## src/rtl/alu_collector_pkg.sv

```systemverilog
// -----------------------------------------------------------------------------
// alu_collector_pkg
// Shared definitions for the ALU result collector:
//   - FSM state encoding (IDLE / CAPTURE / DRAIN)
//   - default width constants
//   - bit offsets of the fields inside rd_data = {opcode, carry, result}
// Optional feature macro used by the collector: ALU_RESULT_COLLECTOR_PARITY_EN
// -----------------------------------------------------------------------------
package alu_collector_pkg;

  localparam int DEFAULT_DATA_WIDTH = 8;
  localparam int DEFAULT_ADDR_WIDTH = 4;

  typedef enum logic [1:0] {
    IDLE    = 2'd0,
    CAPTURE = 2'd1,
    DRAIN   = 2'd2
  } state_e;

  // Field offsets of rd_data for the default widths.
  localparam int RD_RESULT_LSB = 0;
  localparam int RD_CARRY_BIT  = DEFAULT_DATA_WIDTH;
  localparam int RD_OPCODE_LSB = DEFAULT_DATA_WIDTH + 1;
  localparam int RD_WIDTH      = DEFAULT_ADDR_WIDTH + 1 + DEFAULT_DATA_WIDTH;

  // Width of a packed {opcode, carry, result} word for arbitrary widths.
  function automatic int rd_word_width(input int data_width, input int addr_width);
    return addr_width + 1 + data_width;
  endfunction

endpackage

```

## src/rtl/collector_sync_fifo.sv

```systemverilog
// -----------------------------------------------------------------------------
// collector_sync_fifo
// Show-ahead synchronous FIFO, depth 2^ADDR_WIDTH. The head word is presented
// on pop_data whenever the FIFO is non-empty (zero when empty).
// Ports:
//   clk, reset         clock, asynchronous active-high reset
//   push, push_data    write request and word
//   pop                read request (ignored when empty)
//   pop_data           head word
//   count              occupancy 0..2^ADDR_WIDTH
//   full, empty        status
//   drop               a push was rejected this cycle (full, no pop)
// -----------------------------------------------------------------------------
module collector_sync_fifo #(
  parameter int WIDTH      = 13,
  parameter int ADDR_WIDTH = 4
) (
  input  logic                  clk,
  input  logic                  reset,
  input  logic                  push,
  input  logic [WIDTH-1:0]      push_data,
  input  logic                  pop,
  output logic [WIDTH-1:0]      pop_data,
  output logic [ADDR_WIDTH:0]   count,
  output logic                  full,
  output logic                  empty,
  output logic                  drop
);

  localparam int DEPTH = 1 << ADDR_WIDTH;

  logic [WIDTH-1:0]      mem_q [DEPTH];
  logic [ADDR_WIDTH-1:0] wr_ptr_q, wr_ptr_d;
  logic [ADDR_WIDTH-1:0] rd_ptr_q, rd_ptr_d;
  logic [ADDR_WIDTH:0]   count_q, count_d;
  logic                  push_ok, pop_ok;

  assign empty   = (count_q == '0);
  assign full    = (count_q == (ADDR_WIDTH+1)'(DEPTH));
  assign pop_ok  = pop && !empty;
  // A pop frees the slot on the same edge, so a full FIFO still accepts a push.
  assign push_ok = push && (!full || pop_ok);
  assign drop    = push && !push_ok;

  always_comb begin
    wr_ptr_d = wr_ptr_q;
    rd_ptr_d = rd_ptr_q;
    count_d  = count_q;
    // Pointers are exactly ADDR_WIDTH wide, so they wrap modulo the depth.
    if (push_ok) wr_ptr_d = wr_ptr_q + ADDR_WIDTH'(1);
    if (pop_ok)  rd_ptr_d = rd_ptr_q + ADDR_WIDTH'(1);
    case ({push_ok, pop_ok})
      2'b10:   count_d = count_q + (ADDR_WIDTH+1)'(1);
      2'b01:   count_d = count_q - (ADDR_WIDTH+1)'(1);
      default: count_d = count_q;
    endcase
  end

  always_ff @(posedge clk or posedge reset) begin
    if (reset) begin
      wr_ptr_q <= '0;
      rd_ptr_q <= '0;
      count_q  <= '0;
    end else begin
      wr_ptr_q <= wr_ptr_d;
      rd_ptr_q <= rd_ptr_d;
      count_q  <= count_d;
    end
  end

  // Storage array carries no reset; emptiness is tracked by count_q.
  always_ff @(posedge clk) begin
    if (push_ok) mem_q[wr_ptr_q] <= push_data;
  end

  assign pop_data = empty ? '0 : mem_q[rd_ptr_q];
  assign count    = count_q;

endmodule

```

## src/rtl/alu_result_collector.sv

```systemverilog
// -----------------------------------------------------------------------------
// alu_result_collector
// Captures {opcode, carry, result} samples from an ALU during a session opened
// by CS, through a one-stage pipeline into a show-ahead FIFO, and lets a
// consumer read them back with a valid/ready handshake in any state.
// Ports:
//   clk, reset               clock, asynchronous active-high reset
//   CS                       session select
//   capture_en               qualifies the current sample
//   opcode_in, result_in,
//   carry_in                 ALU operands/results to record
//   rd_ready                 consumer accepts rd_data
//   rd_valid, rd_data        head word {opcode, carry, result}
//   count, full, empty       FIFO status
//   overflow                 sticky: a capture was dropped
//   busy                     FSM not in IDLE
//   rd_parity_err            (only with ALU_RESULT_COLLECTOR_PARITY_EN) head
//                            word fails its even-parity check
// -----------------------------------------------------------------------------
module alu_result_collector
  import alu_collector_pkg::*;
#(
  parameter int DATA_WIDTH = DEFAULT_DATA_WIDTH,
  parameter int ADDR_WIDTH = DEFAULT_ADDR_WIDTH
) (
  input  logic                           clk,
  input  logic                           reset,
  input  logic                           CS,
  input  logic                           capture_en,
  input  logic [ADDR_WIDTH-1:0]          opcode_in,
  input  logic [DATA_WIDTH-1:0]          result_in,
  input  logic                           carry_in,
  input  logic                           rd_ready,
  output logic                           rd_valid,
  output logic [ADDR_WIDTH+DATA_WIDTH:0] rd_data,
  output logic [ADDR_WIDTH:0]            count,
  output logic                           full,
  output logic                           empty,
  output logic                           overflow,
  output logic                           busy
`ifdef ALU_RESULT_COLLECTOR_PARITY_EN
  ,
  output logic                           rd_parity_err
`endif
);

  localparam int WORD_W = ADDR_WIDTH + 1 + DATA_WIDTH;
`ifdef ALU_RESULT_COLLECTOR_PARITY_EN
  localparam int FIFO_W = WORD_W + 1;
`else
  localparam int FIFO_W = WORD_W;
`endif

  state_e              state_q, state_d;
  logic                busy_q;
  logic                pipe_valid_q, pipe_valid_d;
  logic [WORD_W-1:0]   pipe_data_q, pipe_data_d;
  logic                overflow_q, overflow_d;
  logic                capture_fire;
  logic [FIFO_W-1:0]   fifo_wdata, fifo_rdata;
  logic                fifo_drop, fifo_empty;

  assign capture_fire = (state_q == CAPTURE) && CS && capture_en;

  always_comb begin
    state_d = state_q;
    case (state_q)
      IDLE:    if (CS) state_d = CAPTURE;
      CAPTURE: if (!CS) state_d = DRAIN;
      DRAIN: begin
        if (CS)                                state_d = CAPTURE;
        else if (fifo_empty && !pipe_valid_q)  state_d = IDLE;
      end
      default: state_d = IDLE;
    endcase
  end

  always_comb begin
    pipe_valid_d = capture_fire;
    pipe_data_d  = capture_fire ? {opcode_in, carry_in, result_in} : pipe_data_q;
    overflow_d   = overflow_q;
    // A new session clears the flag; a drop on the same edge still wins.
    if ((state_q == IDLE) && CS) overflow_d = 1'b0;
    if (fifo_drop)               overflow_d = 1'b1;
  end

  // FSM with registered busy output.
  always_ff @(posedge clk or posedge reset) begin
    if (reset) begin
      state_q <= IDLE;
      busy_q  <= 1'b0;
    end else begin
      state_q <= state_d;
      busy_q  <= (state_d != IDLE);
    end
  end

  always_ff @(posedge clk or posedge reset) begin
    if (reset) begin
      pipe_valid_q <= 1'b0;
      pipe_data_q  <= '0;
      overflow_q   <= 1'b0;
    end else begin
      pipe_valid_q <= pipe_valid_d;
      pipe_data_q  <= pipe_data_d;
      overflow_q   <= overflow_d;
    end
  end

`ifdef ALU_RESULT_COLLECTOR_PARITY_EN
  // Stored parity bit makes the whole stored word even parity.
  assign fifo_wdata    = {^pipe_data_q, pipe_data_q};
  assign rd_parity_err = !fifo_empty && (^fifo_rdata);
`else
  assign fifo_wdata = pipe_data_q;
`endif

  collector_sync_fifo #(
    .WIDTH      (FIFO_W),
    .ADDR_WIDTH (ADDR_WIDTH)
  ) u_fifo (
    .clk       (clk),
    .reset     (reset),
    .push      (pipe_valid_q),
    .push_data (fifo_wdata),
    .pop       (rd_ready),
    .pop_data  (fifo_rdata),
    .count     (count),
    .full      (full),
    .empty     (fifo_empty),
    .drop      (fifo_drop)
  );

  assign empty    = fifo_empty;
  assign rd_valid = !fifo_empty;
  assign rd_data  = fifo_rdata[WORD_W-1:0];
  assign overflow = overflow_q;
  assign busy     = busy_q;

endmodule

```

## config.mk

```make
export PLATFORM = sky130hd
export DESIGN_NAME = alu_result_collector
export DESIGN_NICKNAME = d
export VERILOG_FILES = /design/src/rtl/alu_collector_pkg.sv /design/src/rtl/collector_sync_fifo.sv /design/src/rtl/alu_result_collector.sv
export SDC_FILE = /design/constraint.sdc
export NUM_CORES = 1
export LEC_CHECK = 0
export ABC_CLOCK_PERIOD_IN_PS = 3850
export CORE_MARGIN = 5
export CORE_UTILIZATION = 25
export CTS_BUF_LIST = sky130_fd_sc_hd__clkbuf_16
export CTS_CLUSTER_SIZE = 10
export DETAILED_ROUTE_END_ITERATION = 7
export SYNTH_ARGS = -nofsm -noshare
export SYNTH_HDL_FRONTEND = slang
export SYNTH_SLANG_ARGS = --single-unit
```

## constraint.sdc

```tcl
create_clock -name clk -period 3.85 [get_ports clk]
set_input_delay 0.5775 -clock clk [delete_from_list [all_inputs] [get_ports clk]]
set_output_delay 0.5775 -clock clk [all_outputs]
set_load 0.01 [all_outputs]
```

==> metrics.yaml, run 1 <==
pin_count_of_the_biggest_net_entering_global_routing: 31
ctsLongestPathBuffers: 3
insertedDiodeCount: 0
peakVddDrop_uv: 368
grt_setup_unrepaired: "no"
p_sw_share_pct: 29.4
nets: 574
postCtsSetupRepairBufs: 0
clock_latency_ns: 0.52
syn_avg_cell_area_um2: 20.3
relSlewSlack_pct: 56.4
area_growth_syn_to_layout_pct: 19.8
syn-cell-area_um2: 9610
drcViolationCount: 0
synth_cells: 473
ys.flop_type: "sky130_fd_sc_hd__edfxtp_1"
synth_async_sr_flop_share_pct: 13.0
period_needed_ns: 3.60
combinational_share_of_power_pct: 27.3
timing.max_cap.violations: 0
ant_nets: 0
antenna_violations_before_repair: 0
timing_worst_slew_pin_value_ns: 0.653
cts_tree: "yes"
wl_per_cell_um: 18.0
die_y_um: 206
clock_sink_count: 239
leakagePower_nw: 3.91
first_pass_grt_wire_length_mm: 30.0
intPower_w: 0.00562
timing.final.setup_violations: 0
core_area_um2: 37800
final-max-slew-violation-count: 0
synth_enable_flop_cells: 208
fin_tns_setup_ns: 0
preCtsSetupSlack_ns: 0.604
num_io_pins: 41
multiInputGateArea_um2: 2410
status: "completed"
cts_made_buffers: 27
die_x_um: 206
cts_max_level: 1
power.share.sequential_pct: 45.0
first_global_vias: 4835
critical-path-slowest-cell: "sky130_fd_sc_hd__dfrtp_4"
timing.critical_path.required_ns: 3.27
clock_tree.root_cell: "sky130_fd_sc_hd__clkbuf_16"
final_worst_slack_ns: 0.252
reg_to_reg_startpoint: "u_fifo.count[1]$_DFFE_PP0P_"
finalClockSkew_ns: 0.0100
drt_iter0_drc: 223
timing.critical_path.slowest_cell_delay_ns: 0.64
timing.setup.critical_path_class: "reg2out"
detailedRoute.firstPassIterationCount: 4
flop_and_latch_count_out_of_synthesis: 239
period_utilization_post_route_pct: 93.4
drive_gt1_share_pct: 22.7
final_report_hold_violation_count: 0
p_clk_share_pct: 27.7
timing.hold.worst.class: "in2async"
ys_seq_area_share_pct: 73.1
reg2reg_setup_slack_ns: 1.04
maxClockFrequency_ghz: 0.278
ys_types: 43
filler_cell_count: 3739
overflow: 0
total_track_usage_pct: 9.21
reg2reg_depth: 9
synth_net_count: 500
placementRows: 71
setup.worst_path.start_class: "register"
gp_congestion: 0.711
synth-warning-count: 0
initial_core_util_pct: 25.4
power-per-cell-area_nw_per_um2: 691
numPortBuffers: 40
drt_wl_total_mm: 19.4
place_hpwl_mm: 12.3
routed_vias: 4601
clk_transition_reported_paths_ns: 0.06
terminus_of_the_critical_flop_to_flop_path: "u_fifo.count[4]$_DFFE_PP0P_"
register_area_um2: 7030
area_enclosed_by_the_die_boundary_um2: 42400
drt-vias-per-instance: 4.26
worst-endpoint-arrival_ns: 3.02
power.net_switching_w: 0.00234
cp_max_fo: 30
crit_path_cell_trace: "buf_12, mux4_1, mux2_2, o21ai_1, a21oi_1, clkdlybuf4s50_1"
timing.critical_path.to_type: "output pin"
==> per-stage QoR <==
step | hold slack [ns] | util (%) | instance area (um^2) | cells | power [W]
final | 0.413 | 30.4 | 11500 | 1079 | 0.00795
after CTS | 0.426 | 30.4 | 11500 | 1079 | 0.00808
after global routing | 0.458 | 30.4 | 11500 | 1079 | 0.00840
after global placement | 0.487 | 28.4 | 10700 | 1029 | 0.00583
after detailed placement | 0.491 | 28.4 | 10700 | 1029 | 0.00586
after floorplan | 0.497 | - | 9610 | 473 | 0.00498
==> critical path: cells and delay by family, from the launching register on <==
kind / cells / cell delay, ns
compound gates: 2 / 0.21
buf+inv: 2 / 0.78
flops: 1 / 0.64
mux: 2 / 0.85
==> flip-flops by register name, summed over array words and instances, names as in the netlist <==
register and flops:
fifo_wdata 13, u_fifo.rd_ptr_q 4, state_q 2, busy 1, u_fifo.count 5, u_fifo.mem_q 208, overflow 1, u_fifo.wr_ptr_q 4
pipe_valid_q 1
==> cell usage in the layout, fill, tap and decap left out, types with 2 or more instances in the layout <==
master                            synthesis  layout
sky130_fd_sc_hd__a21oi_1                 15      15
sky130_fd_sc_hd__buf_4                    3      27
sky130_fd_sc_hd__clkbuf_16                0      27
sky130_fd_sc_hd__clkdlybuf4s50_1          0      40
sky130_fd_sc_hd__dfrtp_1                 31      28
sky130_fd_sc_hd__dfrtp_2                  0       2
sky130_fd_sc_hd__edfxtp_1               208     208
sky130_fd_sc_hd__ha_1                     8       8
sky130_fd_sc_hd__inv_1                   10      32
sky130_fd_sc_hd__mux2_1                   2       2
sky130_fd_sc_hd__mux2_2                  27      27
sky130_fd_sc_hd__mux2i_1                 15      15
sky130_fd_sc_hd__mux4_1                  18      18
sky130_fd_sc_hd__mux4_2                  34      34
sky130_fd_sc_hd__nand2_1                  8       8
sky130_fd_sc_hd__nand2b_1                 3       3
sky130_fd_sc_hd__nand3_1                  5       5
sky130_fd_sc_hd__nor2_1                  19      19
sky130_fd_sc_hd__nor3_2                   0       4
sky130_fd_sc_hd__o211ai_1                 2       2
sky130_fd_sc_hd__o21ai_1                 14      14
sky130_fd_sc_hd__xnor2_1                  8       8
==> layer usage <==
layer | vias up | track usage, % | wire, um
met4 | 0 | 1.57 | 292
met1 | 2396 | 13.6 | 9260
met2 | 107 | 14.2 | 8780
li1 | 2071 | - | -
met5 | - | 0 | 0
met3 | 27 | 2.09 | 1070
==> worst max-delay path by stage <==
stage	cells after the start	from	endpoint	slack [ns]
floorplan	10	u_fifo.count[1]$_DFFE_PP0P_	u_fifo.count[4]$_DFFE_PP0P_	1.28
global placement	6	u_fifo.rd_ptr_q[1]$_DFFE_PP0P_	rd_data[5]	0.63
detailed placement	6	u_fifo.rd_ptr_q[1]$_DFFE_PP0P_	rd_data[5]	0.60
CTS	6	u_fifo.rd_ptr_q[1]$_DFFE_PP0P_	rd_data[5]	0.05
global route	6	u_fifo.rd_ptr_q[1]$_DFFE_PP0P_	rd_data[5]	0.09
finish	6	u_fifo.rd_ptr_q[1]$_DFFE_PP0P_	rd_data[5]	0.25
==> cell type report <==
cell class | count | area share (%)
clock buffer | 27 | 5.87
clock inverter | 23 | 0.794
inverter | 11 | 0.359
multi-input combinational | 200 | 20.9
sequential | 239 | 61.1
tap | 511 | 5.56
timing repair buffer | 68 | 5.41
==> repair_timing <==
action                                  CTS  global route
hold buffers                              0             0
resized for setup                         0             1
endpoints found under the setup margin    0             4
==> power groups by stage <==
| stage | logic (W) | clock network, W | registers [W] |
|---|---|---|---|
| 6_report | 0.00217 | 0.00220 | 0.00358 |
| 2_1_floorplan | 0.00163 | 0 | 0.00335 |
| 4_1_cts | 0.00222 | 0.00227 | 0.00359 |
| 3_5_place_dp | 0.00221 | 0 | 0.00365 |
| 5_1_grt | 0.00237 | 0.00240 | 0.00364 |
| 3_3_place_gp | 0.00220 | 0 | 0.00364 |
==> kinds of logic after synthesis <==
family          Yosys count  synth area share [%]
compound gates           42                  2.74
xor+xnor                  9                 0.821
fa+ha+maj                 9                  1.25
buf+inv                  34                  2.03
flops                   239                  73.1
mux                      96                  17.9
simple gates             44                  2.21
==> synthesized netlist by cell type (all sizes together), types with 2 or more instances <==
| cell type | instances | area (um^2) |
|---|---|---|
| ha | 8 | 100 |
| nor2 | 19 | 71.3 |
| edfxtp | 208 | 6250 |
| mux4 | 52 | 1240 |
| nand2b | 3 | 18.8 |
| a21oi | 15 | 75.1 |
| mux2i | 15 | 150 |
| xnor2 | 8 | 70.1 |
| nand3 | 5 | 25.0 |
| o211ai | 2 | 15.0 |
| o21ai | 15 | 75.1 |
| dfrtp | 31 | 776 |
| inv | 11 | 41.3 |
| nand2 | 9 | 36.3 |
| buf | 19 | 139 |
| mux2 | 29 | 327 |
| clkbuf | 4 | 15.0 |
| nor3 | 4 | 20.0 |
(Power assumes the default switching activity.)
==> run 2: changes to the inputs <==
--- a/config.mk
+++ b/config.mk
@@ -5,12 +5,14 @@
 export SDC_FILE = /design/constraint.sdc
 export NUM_CORES = 1
 export LEC_CHECK = 0
-export ABC_CLOCK_PERIOD_IN_PS = 3850
+export ABC_CLOCK_PERIOD_IN_PS = 3900
 export CORE_MARGIN = 5
-export CORE_UTILIZATION = 25
+export CORE_UTILIZATION = 55
 export CTS_BUF_LIST = sky130_fd_sc_hd__clkbuf_16
 export CTS_CLUSTER_SIZE = 10
 export DETAILED_ROUTE_END_ITERATION = 7
+export GPL_ROUTABILITY_DRIVEN = 1
+export PLACE_DENSITY = 0.73
 export SYNTH_ARGS = -nofsm -noshare
 export SYNTH_HDL_FRONTEND = slang
 export SYNTH_SLANG_ARGS = --single-unit
==> constraint.sdc (replaced) <==
create_clock -name clk -period 3.9 [get_ports clk]
set_input_delay 0.585 -clock clk [delete_from_list [all_inputs] [get_ports clk]]
set_output_delay 0.585 -clock clk [all_outputs]
set_load 0.01 [all_outputs]
==> metrics.yaml, run 2 (same netlist as run 1, synthesis figures left out) <==
final-max-slew-violation-count: 0  # unchanged
relSlewSlack_pct: 34.3  # was 56.4%
largest_register_ffs: 208  # unchanged
initial_core_util_pct: 55.7  # was 25.4%
finalClockSkew_ns: 0.0189  # was 0.0100 ns
period_needed_ns: 3.66
gp_congestion: 0.845  # was 0.711
timing.setup.critical_path_class: "reg2out"  # unchanged
area_growth_syn_to_layout_pct: 15.8  # was 19.8%
numPortBuffers: 40  # unchanged
worst-endpoint-arrival_ns: 3.07  # was 3.02 ns
drt_wl_total_mm: 18.7  # was 19.4 mm
fin_tns_setup_ns: 0  # unchanged
grt_setup_unrepaired: "no"  # unchanged
timing.critical_path.required_ns: 3.31  # was 3.27 ns
placementRows: 48  # was 71
drive_gt1_share_pct: 22.0  # was 22.7%
clk_transition_reported_paths_ns: 0.06  # about the same
setup.worst_path.start_class: "register"  # unchanged
die_y_um: 142  # was 206 um
place_hpwl_mm: 11.6  # was 12.3 mm
pin_count_of_the_biggest_net_entering_global_routing: 43  # was 31
drt_iter0_drc: 348  # was 223
cts_resized: 0  # unchanged
timing.critical_path.to_type: "output pin"  # unchanged
final_report_hold_violation_count: 0  # unchanged
mostFrequentLayoutCell: "sky130_fd_sc_hd__edfxtp_1"  # unchanged
peakVddDrop_uv: 507  # was 368 uV
maxClockFrequency_ghz: 0.273
drt-vias-per-instance: 5.93  # was 4.26
wl_per_cell_um: 23.8  # was 18.0 um
die_x_um: 142  # was 206 um
status: "completed"  # unchanged
timing.critical_path.slowest_cell_delay_ns: 0.87  # was 0.64 ns
routed_vias: 4669  # was 4,601
insertedDiodeCount: 0  # unchanged
overflow: 0  # unchanged
clock_tree.root_cell: "sky130_fd_sc_hd__clkbuf_16"  # unchanged
total_track_usage_pct: 19.0  # was 9.21%
cp.buffers_inverters: 2  # unchanged
leakagePower_nw: 3.89  # was 3.91 nW
most-common-layout-cells: "208 x sky130_fd_sc_hd__edfxtp_1, 40 x sky130_fd_sc_hd__clkdlybuf4s50_1, 34 x sky130_fd_sc_hd__mux4_2"  # unchanged
filler_cell_count: 1124  # was 3,739
num_io_pins: 41  # unchanged
crit_path_cell_trace: "buf_4, mux4_1, mux2_2, o21ai_1, a21oi_1, clkdlybuf4s50_1"  # was buf_12, mux4_1, mux2_2, o21ai_1, a21oi_1, clkdlybuf4s50_1
total_power_consumption_w: 0.00781  # was 0.00795 W
nets: 569  # was 574
top_usage_layer: "met2"  # unchanged
timing.max_cap.violations: 0  # unchanged
drcViolationCount: 0  # unchanged
postCtsSetupRepairBufs: 0  # unchanged
gr-usage-met3_pct: 3.60  # was 2.09%
period_utilization_post_route_pct: 93.8
clock_sink_count: 239  # unchanged
grt.met1_usage_pct: 25.6  # was 13.6%
first_pass_grt_wire_length_mm: 29.0  # was 30.0 mm
reg2reg_setup_slack_ns: 1.01  # was 1.04 ns
detailedRoute.firstPassIterationCount: 5  # was 4
antenna_violations_before_repair: 0  # unchanged
ant_nets: 0  # unchanged
ctsLongestPathBuffers: 3  # unchanged
crit_family: "flip-flops"  # was multiplexers
regMostFlops: "u_fifo.mem_q"  # unchanged
clock_latency_ns: 0.52  # about the same
power-per-cell-area_nw_per_um2: 702  # was 691 nW/um^2
core_area_um2: 17200  # was 37,800 um^2
cp_max_fo: 27  # was 30
cts_tree: "yes"  # unchanged
timing.final.setup_violations: 0  # unchanged
cts_made_buffers: 27  # unchanged
timing_worst_slew_pin_value_ns: 0.986  # was 0.653 ns
timing.hold.worst.class: "reg2reg"  # was in2async
cts_max_level: 1  # unchanged
met2_usage_pct: 32.5  # was 14.2%
first_global_vias: 5066  # was 4,835
area_enclosed_by_the_die_boundary_um2: 20200  # was 42,400 um^2
postCtsHoldBufs: 0  # unchanged
critical-path-slowest-cell: "sky130_fd_sc_hd__dfrtp_2"  # was sky130_fd_sc_hd__dfrtp_4
run 2: path summary, 6_finish.rpt:
path	startpoint	cells after the start	endpoint
min in group asynchronous	reset	3	fifo_wdata[12]$_DFFE_PP0P_
max reg2reg	u_fifo.count[1]$_DFFE_PP0P_	9	u_fifo.count[4]$_DFFE_PP0P_
max	u_fifo.rd_ptr_q[3]$_DFFE_PP0P_	6	rd_data[6]
max in group asynchronous	reset	3	u_fifo.rd_ptr_q[1]$_DFFE_PP0P_
min reg2reg	overflow$_DFFE_PP0P_	1	overflow$_DFFE_PP0P_
min	overflow$_DFFE_PP0P_	1	overflow$_DFFE_PP0P_
run 2: metrics by stage:
step | utilization, % | cells | hold WS [ns] | setup slack, ns | area [um^2]
after detailed placement | 60.1 | 738 | 0.480 | 0.742 | 10400
final | 64.5 | 788 | 0.495 | 0.243 | 11100
after global placement | 60.1 | 738 | 0.490 | 0.787 | 10400
after CTS | 64.5 | 788 | 0.503 | 0.197 | 11100
after floorplan | - | 473 | 0.497 | 1.33 | 9610
after global routing | 64.5 | 788 | 0.533 | 0.0306 | 11100
run 2: final cells by class:
class / count / area, um^2 / share of cell area [%]
Tap cell: 225 / 282 / 2.53
Inverter: 11 / 41.3 / 0.371
Clock buffer: 27 / 676 / 6.07
Clock inverter: 23 / 91.3 / 0.821
Timing Repair Buffer: 63 / 598 / 5.38
Multi-Input combinational cell: 200 / 2410 / 21.7
Sequential cell: 239 / 7030 / 63.2
run 2: per-layer routing:
layer | vias up | part of all wire (%)
met4 | 0 | 1.9
met3 | 33 | 5.0
li1 | 2063 | -
met5 | - | 0
met2 | 137 | 51
met1 | 2436 | 42
run 2: worst register-to-register path: cells and delay by family, from the launching register on:
family,cells,cell delay [ns]
simple gates,4,1.21
compound gates,3,0.64
flops,1,0.45
fa+ha+maj,1,0.34
buf+inv,1,0.11
run 2: report_power, final:
group	internal, W	switching [W]	leakage [nW]
logic	0.00120	0.000940	1.19
registers	0.00309	0.000429	2.25
clock network	0.00124	0.000913	0.454
total	0.00553	0.00228	3.89
==> patch 1: new RTL, settings of run 1 <==
The option `ALU_RESULT_COLLECTOR_PARITY_EN` is turned on by a define.
--- a/src/rtl/alu_result_collector.sv
+++ b/src/rtl/alu_result_collector.sv
@@ -19,2 +19,4 @@
 // -----------------------------------------------------------------------------
+`define ALU_RESULT_COLLECTOR_PARITY_EN
+
 module alu_result_collector
Behaviour (old outputs only; new: rd_parity_err): unchanged (equiv_simple and equiv_induct, registers matched by name and starting in step).
==> patch 1 against run 1 <==
Wire length increased by 19%. Design area rose by 9.7%. Area after synthesis grew 6.9%. Worst hold slack gained 75 ps. First-iteration DRC count rose by 70%. Clock skew up 5.9 ps. Setup slack worse by 240 ps. Total power rose by 33%. Register-to-register slack gained 110 ps. Sequential cell count grew 16. Largest cell class unchanged.
==> patch 1: results (changes against run 1) <==
run status=finished clean; Top delay family on crit path=simple AND/OR/NAND/NOR gates; r2r worst-path depth=13 (+4); Crit-path slowest cell=nor2_1; final clock skew=16.0 ps (+5.94 ps); layout cells sized above 1=0.266 (+0.0387); post-synthesis async set-or-reset flop share=0.122 (-0.00814); XOR/XNOR Fraction of Synth Area=0.0312 (+0.0230); Seq/Total Area, Yosys=0.731 (about the same); top cells by count, synth=224 x edfxtp_1, 50 x mux4_2, 31 x dfrtp_1; post-DP HPWL=14.1 mm (+15%); number of flip-flops in the largest register=224 (+7.7%); RePlAce Congestion=0.738 (+3.8%); Synth area leaders=edfxtp_1 66%, mux4_2 11%, dfrtp_1 7.6%; Vias=5180 (+13%); largest net degree at the start of global routing=38 (+23%); maximum VDD drop=0.539 mV (+46%); NetSw=3.42 mW (+46%); Port Buf Inserts=41 (+2.5%); WP data arrival=3260 ps (+240 ps); crit-path max FO=15 (-50%); clock buffer count from CTS=29 (+7.4%); Comb. pwr=4.20 mW (+94%); post-synthesis mux area share=0.138 (-0.0407); Post-synth EDFFs=224 (+7.7%); DP Worst Slack=27.4 ps (-577 ps); synth unique cells=42 (-2.3%); met3 Track Usage GR=0.0184 (-0.00242); pwr dens=835 nW/um^2 (+21%); gr usage total=0.102 (+0.0103); P_seq=3.89 mW (+8.7%); Synth Area in Compound Gates=0.0378 (+0.0104); max incr delay on CP=680 ps (+40 ps); vias in the first global route=5481 (+13%); Total Routed Length=23.1 mm (+19%); met2 Use GR=0.157 (+0.0148); initial DRC count=379 (+70%); clk_lat worst skew=550 ps (+30 ps); area of placed instances=11600 sq um (+8.0%); Mapped Nets=557 (+11%); # nets final=651 (+13%)
==> patch 1: per-stage QoR <==
step / TNS [ps] / instances
after floorplan: 0 / 530
after global placement: -21.6 / 1120
after detailed placement: 0 / 1120
after CTS: -3.15 / 1179
after global routing: -113 / 1179
final: 0 / 1179
==> patch 1: worst paths after layout <==
path | start | end | slack, ps
worst max-delay path | u_fifo.rd_ptr_q[2] | rd_parity_err | 10
worst min-delay path | state_q[1] | state_q[0] | 490
worst max register to register | u_fifo.count[1] | u_fifo.count[4] | 1150
worst min register to register | state_q[1] | state_q[0] | 490
max in group asynchronous | reset | busy | 2480
min in group asynchronous | reset | pipe_data_q[11] | 620
==> patch 1: kinds of logic after synthesis <==
kind of cell	count (synthesis)
adders and majority gates	9
buffers and inverters	36
AOI/OAI and AO/OA	52
xor gates and xnor gates	35
and+or+nand+nor	71
DFF	255
muxes	72
==> patch 1: timing repair <==
action / CTS / global route
gates cloned: 1 / 0
pin swaps: 6 / 3
endpoints found under the setup margin: 1 / 1
buffers inserted: 4 / 0
gates resized for setup: 22 / 5
==> patch 1: cell type report <==
| cell class | instances | area [sq um] |
|---|---|---|
| fillers | 3993 | 28100 |
| clock buffers | 29 | 726 |
| inverters | 12 | 45.0 |
| repair buffers | 87 | 861 |
| flip-flops and latches | 255 | 7510 |
| multi-input cells | 239 | 2680 |
| clock inverters | 25 | 136 |
| well taps | 532 | 666 |
==> patch 1: layer usage <==
| layer | up-vias | part of all wire |
|---|---|---|
| met5 | - | 0 |
| met4 | 0 | 0.013 |
| met3 | 27 | 0.066 |
| met2 | 138 | 0.45 |
| met1 | 2712 | 0.47 |
| li1 | 2303 | - |
==> patch 2: new RTL, config.mk and constraints of run 1 <==
Without the edit above. Re-encode `state_e` (3 states) as one-hot, 3 bits wide.
--- a/src/rtl/alu_collector_pkg.sv
+++ b/src/rtl/alu_collector_pkg.sv
@@ -13,6 +13,6 @@
 
-  typedef enum logic [1:0] {
-    IDLE    = 2'd0,
-    CAPTURE = 2'd1,
-    DRAIN   = 2'd2
+  typedef enum logic [2:0] {
+    IDLE    = 3'b001,
+    CAPTURE = 3'b010,
+    DRAIN   = 3'b100
   } state_e;
Formal check against the unedited RTL: same outputs for any inputs over 10 cycles, from zero or initial values and one cycle with reset high; not proved beyond that.
==> patch 2 against run 1 <==
Setup slack worse by 49 ps. Design area rose by 1.2%. Total power increased by 6.6%. Wire length up 5.6%. Worst hold slack gained 91 ps. Sequential cell count up 1. Sequential power increased by 6.7%. Area after synthesis rose by 0.77%. Combinational power increased by 8%. Synthesized cell count up 1.9%. Largest cell class unchanged. Clock power is 5% higher. Critical path depth did not move.
==> patch 2: results (changes against run 1) <==
clock buffer count from CTS=28 (+3.7%); synth unique cells=44 (+2.3%); Vias=4743 (+3.1%); # H-tree levels=1 (unchanged); drt pass-1 iters=5 (+1); post-DP HPWL=12.6 mm (+2.2%); run status=finished clean; post-synthesis async set-or-reset flop share=0.133 (+0.00363); Seq/Total Area, Yosys=0.728 (-0.00286); clk_lat worst skew=540 ps (+20 ps); Syn. warnings=0 (unchanged); largest net degree at the start of global routing=39 (+26%); Synth area leaders=edfxtp_1 65%, dfrtp_1 8.0%, mux4_2 7.9%; final clock skew=21.4 ps (+11.4 ps); # nets final=580 (+1.0%); worst min path class=reg2reg; initial DRC count=359 (+61%); top cells by count, synth=208 x edfxtp_1, 34 x mux4_2, 31 x dfrtp_1; WP data arrival=3070 ps (+50 ps); global-route wire length before repair=31.0 mm (+3.4%); max_slew headroom=0.292 (-0.272); DR WL/cell=18.8 um (+4.4%); Static Leakage=4.02 nW (+2.9%); RePlAce Congestion=0.750 (+5.5%); crit-path max FO=38 (+27%); layout cells sized above 1=0.225 (-0.00237); Fillers=3768 (+0.78%); maximum VDD drop=0.365 mV (-0.86%)
[patch 2: worst register-to-register path, stage by stage (launching register included)]
cell      delay (ps)
dfrtp_1          440
nor4_2           380
nand2_1          550
nand2_1          310
inv_1            120
ha_1             350
nand2b_1          70
a21oi_1          280
mux2i_1          120
a211o_1          290
[patch 2: layer usage]
| layer | GRT usage | wire [um] | vias up |
|---|---|---|---|
| met5 | 0 | 0 | - |
| met4 | 0.0179 | 362 | 0 |
| met3 | 0.0202 | 1290 | 29 |
| met2 | 0.144 | 9050 | 136 |
| met1 | 0.144 | 9780 | 2470 |
| li1 | - | - | 2108 |
[patch 2: final timing paths]
path / start / to / slack [ps] / depth (start not counted)
setup reg to reg: u_fifo.count[1] / u_fifo.count[4] / 830 / 9
setup / recovery: u_fifo.rd_ptr_q[1] / rd_data[3] / 200 / 6
min in group asynchronous: reset / overflow / 600 / 2
hold reg to reg: overflow / overflow / 500 / 1
hold / removal: overflow / overflow / 500 / 1
max in group asynchronous: reset / u_fifo.rd_ptr_q[0] / 2450 / 3
[patch 2: layout make-up]
type                       instances  area [sq um]  area share
sequential                       240          7050       0.606
multi-input combinational        204          2460       0.211
clock buffer                      28           701      0.0602
tap                              518           648      0.0557
timing repair buffer              65           613      0.0526
clock inverter                    23           118      0.0101
inverter                          14          52.6     0.00451
[patch 2: logic make-up (layout without fill, tap and decap cells)]
logic type	Yosys count	after routing	share of synthesized area
AND/OR/NAND/NOR	45	45	0.0253
buffers and inverters	38	130	0.0204
flip-flops	240	240	0.728
AO/OA/AOI/OAI	44	44	0.0275
multiplexers	96	96	0.177
adder cells (fa/ha/maj)	9	9	0.0124
XOR/XNOR	10	10	0.00905
[patch 2: power by group]
group | internal, mW | switching, mW
Combinational | 1.27 | 1.07
Sequential | 3.32 | 0.503
Clock | 1.31 | 1.01
Total | 5.90 | 2.58
[patch 2: metrics by stage]
| step | total power, mW | cell area, sq um | setup slack [ps] | cells |
|---|---|---|---|---|
| 2_1_floorplan | 5.27 | 9680 | 1340 | 482 |
| 3_3_place_gp | 6.22 | 10800 | 708 | 1041 |
| 3_5_place_dp | 6.26 | 10800 | 705 | 1041 |
| 4_1_cts | 8.60 | 11600 | 95.2 | 1092 |
| 5_1_grt | 8.94 | 11600 | 77.9 | 1092 |
| 6_report | 8.48 | 11600 | 204 | 1092 |
[patch 2: timing repair]
action,CTS,global route
resized for setup,0,1
hold buffers,0,0
endpoints found under the hold margin,0,0
endpoints found under the setup margin,0,1
